## src/rtl/riscv_pkg.sv

```systemverilog
// Shared types and constants for the RV32I pipeline front end.
package riscv_pkg;

    localparam int unsigned IMEM_BYTES_DEFAULT = 1024;

    // One fetched instruction together with the address it came from.
    typedef struct packed {
        logic [31:0] pc;
        logic [31:0] instr;
    } fetch_entry_t;

    typedef enum logic {
        FETCH = 1'b0,
        FAULT = 1'b1
    } fetch_state_e;

endpackage

```

## src/rtl/fetch_queue.sv

```systemverilog
// Two-entry FIFO of fetch entries. Flush wins over push; a pop in the
// flush cycle is simply absorbed by the flush. When empty, head keeps
// showing the last entry that was presented.
module fetch_queue
    import riscv_pkg::*;
(
    input  logic         clk,
    input  logic         rst_n,
    input  logic         push,
    input  fetch_entry_t push_data,
    input  logic         pop,
    input  logic         flush,
    output logic         full,
    output logic         empty,
    output fetch_entry_t head
);

    fetch_entry_t mem [2];
    fetch_entry_t last_head;
    logic [1:0]   count;
    logic         wr_ptr;
    logic         rd_ptr;
    logic         do_push;
    logic         do_pop;

    assign empty   = (count == 2'd0);
    assign full    = (count == 2'd2);
    assign do_pop  = pop && !empty;
    assign do_push = push && !flush && (!full || do_pop);
    assign head    = empty ? last_head : mem[rd_ptr];

    // Storage, pointers and occupancy; also remembers the presented head.
    always_ff @(posedge clk or negedge rst_n) begin
        if (!rst_n) begin
            for (int unsigned i = 0; i < 2; i++) begin
                mem[i] <= '0;
            end
            last_head <= '0;
            count     <= '0;
            wr_ptr    <= 1'b0;
            rd_ptr    <= 1'b0;
        end else begin
            last_head <= head;
            if (flush) begin
                count  <= '0;
                wr_ptr <= 1'b0;
                rd_ptr <= 1'b0;
            end else begin
                if (do_push) begin
                    mem[wr_ptr] <= push_data;
                    wr_ptr      <= ~wr_ptr;
                end
                if (do_pop) begin
                    rd_ptr <= ~rd_ptr;
                end
                count <= count + 2'(do_push) - 2'(do_pop);
            end
        end
    end

endmodule

```

## src/rtl/ifetch_unit.sv

```systemverilog
// Instruction fetch initiator: owns the PC, drives the combinational
// instruction memory, buffers fetched words for decode and raises a
// sticky fault on misaligned redirects or out-of-range fetches.
module ifetch_unit
    import riscv_pkg::*;
#(
    parameter logic [31:0] RESET_VECTOR = 32'h0000_0000,
    parameter int unsigned IMEM_BYTES   = IMEM_BYTES_DEFAULT,
    parameter int unsigned QUEUE_DEPTH  = 2
) (
    input  logic        clk,
    input  logic        rst_n,
    output logic [31:0] imem_addr,
    input  logic [31:0] imem_instr,
    output logic        out_valid,
    input  logic        out_ready,
    output logic [31:0] out_pc,
    output logic [31:0] out_instr,
    input  logic        redirect_valid,
    input  logic [31:0] redirect_pc,
    output logic        fault,
    output logic [31:0] fault_pc
);

    if (QUEUE_DEPTH != 2) begin : g_bad_depth
        $error("ifetch_unit supports QUEUE_DEPTH=2 only");
    end

    fetch_state_e state_q, state_d;
    logic [31:0]  pc_q, pc_d;
    logic [31:0]  fault_pc_q, fault_pc_d;
    logic         q_full, q_empty;
    logic         pop, push, range_err;
    fetch_entry_t head;

    assign imem_addr = pc_q;
    assign out_valid = !q_empty;
    assign out_pc    = head.pc;
    assign out_instr = head.instr;
    assign fault     = (state_q == FAULT);
    assign fault_pc  = fault_pc_q;
    assign pop       = out_valid && out_ready;
    assign range_err = (state_q == FETCH) && (pc_q >= 32'(IMEM_BYTES));

    fetch_queue u_queue (
        .clk       (clk),
        .rst_n     (rst_n),
        .push      (push),
        .push_data ('{pc: pc_q, instr: imem_instr}),
        .pop       (pop),
        .flush     (redirect_valid),
        .full      (q_full),
        .empty     (q_empty),
        .head      (head)
    );

    // PC, state and fault address registers.
    always_ff @(posedge clk or negedge rst_n) begin
        if (!rst_n) begin
            state_q    <= FETCH;
            pc_q       <= RESET_VECTOR;
            fault_pc_q <= '0;
        end else begin
            state_q    <= state_d;
            pc_q       <= pc_d;
            fault_pc_q <= fault_pc_d;
        end
    end

    // Redirect beats everything; otherwise fetch while there is room and the PC is in range.
    always_comb begin
        state_d    = state_q;
        pc_d       = pc_q;
        fault_pc_d = fault_pc_q;
        push       = 1'b0;
        if (redirect_valid) begin
            pc_d = redirect_pc;
            if (redirect_pc[1:0] != 2'b00) begin
                state_d    = FAULT;
                fault_pc_d = redirect_pc;
            end else begin
                state_d = FETCH;
            end
        end else if (state_q == FETCH) begin
            if (range_err) begin
                state_d    = FAULT;
                fault_pc_d = pc_q;
            end else if (!q_full || pop) begin
                push = 1'b1;
                pc_d = pc_q + 32'd4;
            end
        end
    end

endmodule

```

## config.mk

```make
export PLATFORM = sky130hd
export DESIGN_NAME = ifetch_unit
export DESIGN_NICKNAME = d
export VERILOG_FILES = /design/src/rtl/riscv_pkg.sv /design/src/rtl/fetch_queue.sv /design/src/rtl/ifetch_unit.sv
export SDC_FILE = /design/constraint.sdc
export NUM_CORES = 1
export LEC_CHECK = 0
export CORE_MARGIN = 4
export CORE_UTILIZATION = 54
export CTS_BUF_LIST = sky130_fd_sc_hd__clkbuf_4 sky130_fd_sc_hd__clkbuf_8
export CTS_CLUSTER_DIAMETER = 120
export DETAILED_ROUTE_END_ITERATION = 10
export HOLD_SLACK_MARGIN = 0.03
export PLACE_DENSITY = 0.82
export SLEW_MARGIN = 5
export SYNTH_ARGS = -nofsm -noshare
export SYNTH_HDL_FRONTEND = slang
export SYNTH_SLANG_ARGS = --single-unit
```

## constraint.sdc

```tcl
create_clock -name clk -period 2.25 [get_ports clk]
set_input_delay 0.225 -clock clk [delete_from_list [all_inputs] [get_ports clk]]
set_output_delay 0.225 -clock clk [all_outputs]
set_load 0.05 [all_outputs]
```

==> metrics.md <==
| Metric | Value |
|---|---|
| Vias in the first global route | 7710 |
| Root cell of the clock tree | clkbuf_8 |
| Setup violations, final | 0 |
| Leakage | around 6.8 nW |
| Number of standard cells after synthesis | roughly 800 |
| Via density per instance | between 5 and 6 |
| Number of max-cap violations | 0 |
| Crit-path slowest cell | clkdlybuf4s50_1 |
| Post-layout net count | ~1.1k |
| DRC violation count after routing | 0 |
| Buffers on Ports | around 200 |
| Comb pwr share | 0.504 |
| Total of warnings raised by yosys | 0 |
| Class of the most critical hold timing path | input pin to asynchronous set/reset pin |
| Final weighted congestion in routability-driven placement | 0.8254 |
| Psw | between 8 and 9 mW |
| Number of buffer and inverter stages on the critical path | 1 |
| Via count | 7023 |
| Fraction of power consumed by sequential logic | 0.287 |
| Largest net degree at the start of global routing | 72 |
| Tightest slew margin relative to the limit | 0.6023 |
| Final HPWL DP | around 17000 um |
| Shortest clock period the worst path allows after layout | around 2.2 ns |
| Critical Path Max Stage Delay | just under 0.9 ns |
| Average instance area after synthesis | roughly 13 um^2 |
| Area of the mapped netlist | ~11000 um^2 |
| Reg2Reg Setup Slack | ~0.09 ns |
| Power density over the cells | roughly 1300 nW/um^2 |
| Fraction of post-synthesis cell area in the top cell type by area | 0.6161 |
| Final worst-path cycle share | 0.9663 |
| Top Ports | about 200 |
| Total Die Area | between 20000 and 25000 um^2 |
| Internal | between 10 and 15 mW |
| Clock share of power | 0.209 |
| Total Routed Length | 25160 um |
| DRC violation total after the first TritonRoute iteration | a little over 400 |
| Commonest non-fill, non-tap cell in the layout | dfrtp_1 |
| Number of distinct library cells after synthesis | 37 |
| Number of buffers on the longest clock path | 3 |
| Category of cells accounting for the largest share of critical-path delay | buffers and inverters |
| Crit path cell chain | clkdlybuf4s50_1 |
| Total nets after synthesis | 858 |
| Reg2Reg Capture Point | fault_pc[19] |
| Clock Latency Late Sink | 0.53 ns |
| Die Wd | 148.1 um |
| Cell Count Post-Placement | roughly 1.2k |
| Initial cell density of the core | 0.5574 |
| Crit Path Class | register to output pin |
| Detailed Routing Iterations Pass 1 | 4 |
| Tightest Pin Transition | between 0.5 and 0.6 ns |
| Reg-to-Reg Start | imem_addr[18] |
| Yosys top cell by area | dfrtp_1 |
| Max Transition Viols Final | 0 |
| Deepest level of the CTS H-tree | 2 |
| Summed area of non-filler cells in the final layout | 15160 um^2 |
| Detail Route Antenna Nets | 0 |
| Highest-count cells in the layout ignoring fill and taps | 249 x dfrtp_1, 129 x clkdlybuf4s50_1, 80 x buf_12, 76 x mux2_4, 73 x nor2_1 |
| Critical path launch point type | register |
| # rows | 50 |
| Part of the Yosys area used for sequential elements | 0.6161 |
| Net switching share of the total power | 0.3992 |
| Number of fillers in the final layout | between 1k and 1.5k |
| Non-filler instance count after layout | between 1k and 1.5k |
| Worst-case reg-to-reg path depth | 6 |
| Total power of the final layout | roughly 20 mW |
| Layout cell share with drive strength beyond 1 | 0.3791 |
| CTS tree | done |
| Total overflow reported by the global router | 0 |
| Required time of the critical path | ~2.0 ns |
| Run status | complete, no violations |
| Wire length of the first global-routing pass | just over 40000 um |
| Area growth, synth to finish | 42.96% |
| Utilization after layout | 0.7969 |
| Max Fanout on Critical Path | 8 |
| Diode insertion count for antenna repair | 0 |
| Number of hold-slack violations in the final timing report | 0 |
| Number of register bits inferred by synthesis | roughly 260 |
| Final Skew | around 0.019 ns |
| FMAX | 459.9 MHz |
| Maximum ir drop on the vdd rail | around 0.00086 V |
| Routed len/inst | between 15 and 20 um |
| Die Height | between 100 and 150 um |
| Aggregate global-route resource usage | 0.2301 |
| Antenna violations before repair | 0 |
| Count of clock tree sinks | about 260 |
| Clock-pin slew on the worst setup and hold paths | approximately 0.060 ns |
| Number of buffers added by the clock tree synthesis step | 42 |
| Data arrival at the endpoint of the critical path | just under 2 ns |
| Standard cell core area | between 15000 and 20000 um^2 |
| Area contributors post-synth | dfrtp_1 62%, mux2_2 9.5%, mux2i_1 6.1%, mux2_4 5.4%, a21oi_1 3.5% |
| Placed standard-cell area | ~14000 um^2 |
| CP Capture Type | output pin |
-- registers in the layout (all words and copies together) (netlist names) --
| name | count |
|---|---|
| imem_addr | 32 |
| u_queue.last_head | 64 |
| u_queue.wr_ptr | 1 |
| u_queue.count | 2 |
| fault | 1 |
| u_queue.rd_ptr | 1 |
| u_queue.mem | 128 |
| fault_pc | 32 |
-- kinds of logic (layout without fill, tap and decap cells) --
group / count (synthesis) / after routing / synth area share
compound gates: 105 / 105 / 0.05346
flops: 261 / 261 / 0.6161
simple gates: 156 / 156 / 0.07801
fa+ha+maj: 4 / 4 / 0.004721
mux: 195 / 195 / 0.2129
buf+inv: 54 / 323 / 0.02573
xor+xnor: 11 / 11 / 0.009088
-- per-layer routing --
layer,vias to the layer above,global-route usage,part of all wire
met1,3529,0.3043,0.42
met3,46,0.06673,0.064
met2,231,0.3709,0.49
met4,0,0.07483,0.025
met5,-,0,0
li1,3217,-,-
-- per-stage QoR --
step | hold slack, ns | setup WS [ns] | setup TNS, ns
floorplan | -0.07059 | -0.2332 | -5.789
finish | 0.1958 | 0.07577 | 0
global route | 0.1974 | -0.003754 | -0.004029
global placement | 0.1476 | 0.05045 | 0
detailed placement | 0.1425 | 0.02644 | 0
CTS | 0.1661 | 0.005749 | 0
-- worst max-delay path by stage --
stage,startpoint,to,slack [ns],cells past startpoint
2_1_floorplan,u_queue.count[0],out_pc[22],-0.23,5
3_3_place_gp,imem_addr[26],u_queue.mem[82],0.05,7
3_5_place_dp,imem_addr[26],u_queue.mem[95],0.03,7
4_1_cts,u_queue.count[1],out_instr[6],0.006,4
5_1_grt,imem_addr[13],u_queue.mem[95],-0.004,7
6_report,imem_addr[2],imem_addr[2],0.08,1
-- power by group through the flow --
stage	registers, mW	logic (mW)	clock network (mW)
floorplan	6.32	4.89	0
global placement	5.84	9.95	0
detailed placement	5.89	10.1	0
CTS	5.80	10.2	4.33
global route	5.88	10.6	4.57
finish	5.81	10.2	4.24
-- area by class of cell --
cell class                 instances  area, um^2  share of cell area
clock buffer                      67       859.6             0.05672
tap                              260       325.3             0.02146
sequential                       261        6549              0.4321
multi-input combinational        471        4200              0.2771
inverter                           7       26.28            0.001734
timing repair buffer             240        3148              0.2077
clock inverter                     9       47.55            0.003137
-- synthesized netlist by cell type (all sizes together) --
library cell / instances
a21oi: 75
a221oi: 1
a22o: 1
a2bb2oi: 1
and2: 24
and3: 1
buf: 18
clkbuf: 29
dfrtp: 261
ha: 4
inv: 7
mux2: 130
mux2i: 65
nand2: 10
nand3: 2
nand4: 4
nand4b: 1
nor2: 73
nor2b: 23
nor3: 7
nor3b: 1
nor4: 7
o21ai: 9
o22ai: 18
or2: 2
or3b: 1
xnor2: 8
xor2: 3
-- timing repair --
item | CTS | global route
pin swaps | 1 | 1
resized for setup | 6 | 24
buffers inserted | 3 | 1
setup endpoints to repair | 61 | 117
hold endpoints to repair | 263 | 0
hold buffers | 2 | 0
Power figures use the tool's default switching activity.
